==> config.mk <==
export PLATFORM = sky130hd
export DESIGN_NAME = cla_pipe_adder
export DESIGN_NICKNAME = d
export VERILOG_FILES = /design/src/rtl/cla_pipe_adder.sv
export SDC_FILE = /design/constraint.sdc
export NUM_CORES = 1
export LEC_CHECK = 0
export ABC_CLOCK_PERIOD_IN_PS = 6540
export CORE_ASPECT_RATIO = 1.4
export CORE_MARGIN = 4
export CORE_UTILIZATION = 35
export DETAILED_ROUTE_END_ITERATION = 8
export PLACE_DENSITY = 0.54
export SYNTH_ARGS = -nofsm -noshare
export SYNTH_HDL_FRONTEND = slang
export SYNTH_HIERARCHICAL = 1
export SYNTH_SLANG_ARGS = --single-unit
==> constraint.sdc <==
create_clock -name clk -period 6.54 [get_ports clk]
set_clock_uncertainty 0.05 [all_clocks]
set_input_delay 1.962 -clock clk [delete_from_list [all_inputs] [get_ports clk]]
set_output_delay 1.962 -clock clk [all_outputs]
set_load 0.02 [all_outputs]
==> src/rtl/cla_pipe_adder.sv <==
// Two-stage pipelined carry-lookahead adder/subtractor with valid/ready flow control.
// Stage 1 registers bit and group propagate/generate terms; stage 2 resolves carries and sums.

module cla_grp_pg #(
    parameter int BLK = 4
) (
    input  logic [BLK-1:0] p,
    input  logic [BLK-1:0] g,
    output logic           gp,
    output logic           gg
);
    // AND of v[hi:lo]; empty range yields 1
    function automatic logic span(input logic [BLK-1:0] v, input int lo, input int hi);
        logic r;
        r = 1'b1;
        for (int j = 0; j < BLK; j++)
            if (j >= lo && j <= hi) r = r & v[j];
        return r;
    endfunction

    always_comb begin
        gp = &p;
        gg = 1'b0;
        for (int i = 0; i < BLK; i++)
            gg = gg | (g[i] & span(p, i + 1, BLK - 1));
    end
endmodule

module cla_grp_sum #(
    parameter int BLK = 4
) (
    input  logic [BLK-1:0] p,
    input  logic [BLK-1:0] g,
    input  logic           ci,
    output logic [BLK-1:0] s
);
    function automatic logic span(input logic [BLK-1:0] v, input int lo, input int hi);
        logic r;
        r = 1'b1;
        for (int j = 0; j < BLK; j++)
            if (j >= lo && j <= hi) r = r & v[j];
        return r;
    endfunction

    logic cb;

    // each bit carry is a flat sum of products from the group carry-in
    always_comb begin
        s  = '0;
        cb = 1'b0;
        for (int i = 0; i < BLK; i++) begin
            cb = ci & span(p, 0, i - 1);
            for (int j = 0; j < BLK; j++)
                if (j < i) cb = cb | (g[j] & span(p, j + 1, i - 1));
            s[i] = p[i] ^ cb;
        end
    end
endmodule

module cla_pipe_adder #(
    parameter int WIDTH = 16,
    parameter int BLK   = 4
) (
    input  logic             clk,
    input  logic             rst,
    input  logic             in_valid,
    output logic             in_ready,
    input  logic [WIDTH-1:0] a,
    input  logic [WIDTH-1:0] b,
    input  logic             cin,
    input  logic             sub,
    output logic             out_valid,
    input  logic             out_ready,
    output logic [WIDTH-1:0] sum,
    output logic             cout,
    output logic             ovf
);
    localparam int NGRP   = WIDTH / BLK;
    localparam int STAGES = 2;

    typedef struct packed {
        logic [WIDTH-1:0] p;
        logic [WIDTH-1:0] g;
        logic [NGRP-1:0]  gp;
        logic [NGRP-1:0]  gg;
        logic             c0;
        logic             pmsb;
    } s1_t;

    logic [WIDTH-1:0]  bx, p0, g0, s2_sum;
    logic [NGRP-1:0]   gp0, gg0;
    logic [NGRP:0]     c;
    logic              cr;
    logic [STAGES:1]   vld_pipe;
    logic              adv1, adv2;
    s1_t               s1;

    assign bx = sub ? ~b : b;
    assign p0 = a ^ bx;
    assign g0 = a & bx;

    assign adv2      = !vld_pipe[2] | out_ready;
    assign adv1      = !vld_pipe[1] | adv2;
    assign in_ready  = adv1;
    assign out_valid = vld_pipe[2];

    for (genvar k = 0; k < NGRP; k++) begin : g_grp
        cla_grp_pg #(.BLK(BLK)) u_pg (
            .p  (p0[k*BLK +: BLK]),
            .g  (g0[k*BLK +: BLK]),
            .gp (gp0[k]),
            .gg (gg0[k])
        );
        cla_grp_sum #(.BLK(BLK)) u_sum (
            .p  (s1.p[k*BLK +: BLK]),
            .g  (s1.g[k*BLK +: BLK]),
            .ci (c[k]),
            .s  (s2_sum[k*BLK +: BLK])
        );
    end

    // group carry chain; cr keeps the chain out of a self-referencing vector
    always_comb begin
        c  = '0;
        cr = s1.c0;
        for (int k = 0; k < NGRP; k++) begin
            c[k] = cr;
            cr   = s1.gg[k] | (s1.gp[k] & cr);
        end
        c[NGRP] = cr;
    end

    always_ff @(posedge clk) begin
        if (rst) begin
            vld_pipe <= '0;
            s1       <= '0;
            sum      <= '0;
            cout     <= 1'b0;
            ovf      <= 1'b0;
        end else begin
            if (adv1) begin
                vld_pipe[1] <= in_valid;
                if (in_valid)
                    s1 <= '{p: p0, g: g0, gp: gp0, gg: gg0, c0: sub | cin, pmsb: p0[WIDTH-1]};
            end
            if (adv2) begin
                vld_pipe[2] <= vld_pipe[1];
                if (vld_pipe[1]) begin
                    sum  <= s2_sum;
                    cout <= c[NGRP];
                    // carry into the MSB recovered as sum_msb ^ p_msb
                    ovf  <= s2_sum[WIDTH-1] ^ s1.pmsb ^ c[NGRP];
                end
            end
        end
    end
endmodule

==> results.cfg <==
[worst_setup_path]
path_max_fanout = 4
critPathCaptureType = output port
reg2reg_from = c[0]
path_buf_inv = 2
start_kind = primary input
required_ps = 4530
cp_common_cell = clkdlybuf4s50_1
worstPathArrival_ps = 3210
ff2ff_setup_slack_ps = 4220
cp_top_family = buffers and inverters
path_depth = 3
crit_chain = clkdlybuf4s50_1 > nand3b_1 > clkdlybuf4s50_1
rr_worst_depth = 9
slowest_delay_ps = 620
startpoint = out_ready
worstReg2RegEnd = ovf
slowest_stage = clkdlybuf4s50_1
endpoint = in_ready
crit_type = in2out

[sta]
timing.setup.tns_ps = 0
setup_viol = 0
period_needed_ps = 5220
hold_violations = 0
fmax_mhz = 191
maxSlewViolCount = 0
tightest_slew_ps = 1090
rsz0062_at_grt = no
relSlewSlack = 0.274
finalCritPeriodShare = 0.799

[route]
first_iter_violations = 87
drtPass1Iterations = 4
wl_um = 6330
drc = 0
vias = 2443
wl_per_cell_um = 12.4
ant_nets = 0
vias_per_cell = 4.79

[grt]
grt-ovfl-total = 0
grt_pass1_vias = 2372
grt_pass1_wl_um = 10600
grt_max_degree = 58
antenna_found_initial = 0
track_usage = 0.140

[pwr]
p_per_area_nw_per_um2 = 245
ir_worst_vdd_uv = 126
leakagePower_nw = 1.45

[logic_synthesis]
syn_nets = 415
synthCells = 357
synth_area_per_cell_sq_um = 7.86
yosysWarnings = 6
syn_area_sq_um = 2810

[clock_tree]
cts_max_level = 3
clock_path_buffers = 2
cts_setup_buffers = 0
cts_tree = built
cts_hold_buf = 0
cts_sinks = 57
cts.reportedPaths.clkPinSlew_ps = 60
cts.repair.resized = 0
root_buffer = clkbuf_8
cts_made_buffers = 9
insertion_delay_ps = 330

[layout]
final_nets = 464
instances_no_fill = 510
antenna_cells = 0
synthToLayoutAreaGrowth_pct = 28.9
drive_above_1_share = 0.0585
final_common_cell = nand2_1
layout_common_cells = nand2_1, a21oi_1, dfxtp_1

[die]
initial_utilization = 0.360
dieArea_sq_um = 9540
fp.dieH_um = 114
die_x_um = 83.7
rows = 38
core_sq_um = 7800
io_pins = 58

[hold_path]
hold_path.class = reg2reg

[placement]
dp_hpwl_um = 4470
place_congestion = 0.826
placed_cells = 495
io_buffers = 57

[run]
drv_cap = 0

[run_status]
outcome = completed
==> layout make-up <==
type / instances / area, sq um
clock buffer: 13 / 179
clock inverter: 2 / 35.0
fill: 820 / 4180
inverter: 2 / 7.51
multi-input combinational: 277 / 1550
sequential: 57 / 1140
tap: 100 / 125
timing repair buffer: 59 / 581
==> worst register-to-register path: cells and delay by family (launching register included) <==
kind	cells	cell delay, ps
XOR/XNOR	3	530
flip-flops	1	340
AO/OA/AOI/OAI	6	1230
==> metrics by stage <==
step / power, mW / instance area [sq um] / utilization / setup slack (ps) / hold slack [ps]
after floorplan: 0.495 / 2810 / - / 2270 / 383
after global placement: 0.551 / 3400 / 0.437 / 1330 / 390
after detailed placement: 0.553 / 3400 / 0.437 / 1320 / 396
after CTS: 0.901 / 3620 / 0.464 / 1310 / 405
after global routing: 0.940 / 3620 / 0.464 / 1270 / 426
final: 0.887 / 3620 / 0.464 / 1320 / 399
==> how the worst min path moves through the flow <==
| stage | cells past startpoint | slack [ps] | to | from |
|---|---|---|---|---|
| after floorplan | 2 | 380 | s1[12] | s1[12] |
| after global placement | 2 | 390 | s1[24] | s1[24] |
| after detailed placement | 2 | 400 | s1[24] | s1[24] |
| after CTS | 2 | 400 | s1[24] | s1[24] |
| after global routing | 2 | 430 | sum[9] | sum[9] |
| final | 2 | 400 | s1[24] | s1[24] |
==> metal layers <==
metal | up-vias | global-route usage | routed length, um
li1 | 1275 | - | -
met1 | 1105 | 0.148 | 2640
met4 | 0 | 0.0655 | 157
met5 | - | 0 | 0
met3 | 12 | 0.0340 | 273
met2 | 51 | 0.258 | 3260
==> sequential cells by signal, indices dropped and copies added (netlist names) <==
signal,cells
vld_pipe,2
s1,36
c,1
sum,16
cout,1
ovf,1
==> where the power goes <==
| part | internal (mW) | total (mW) | switching, mW |
|---|---|---|---|
| registers | 0.369 | 0.385 | 0.0159 |
| logic | 0.0752 | 0.158 | 0.0827 |
| clock network | 0.215 | 0.344 | 0.129 |
| total | 0.659 | 0.887 | 0.228 |
Note: power is estimated with default switching activity, not from simulation.
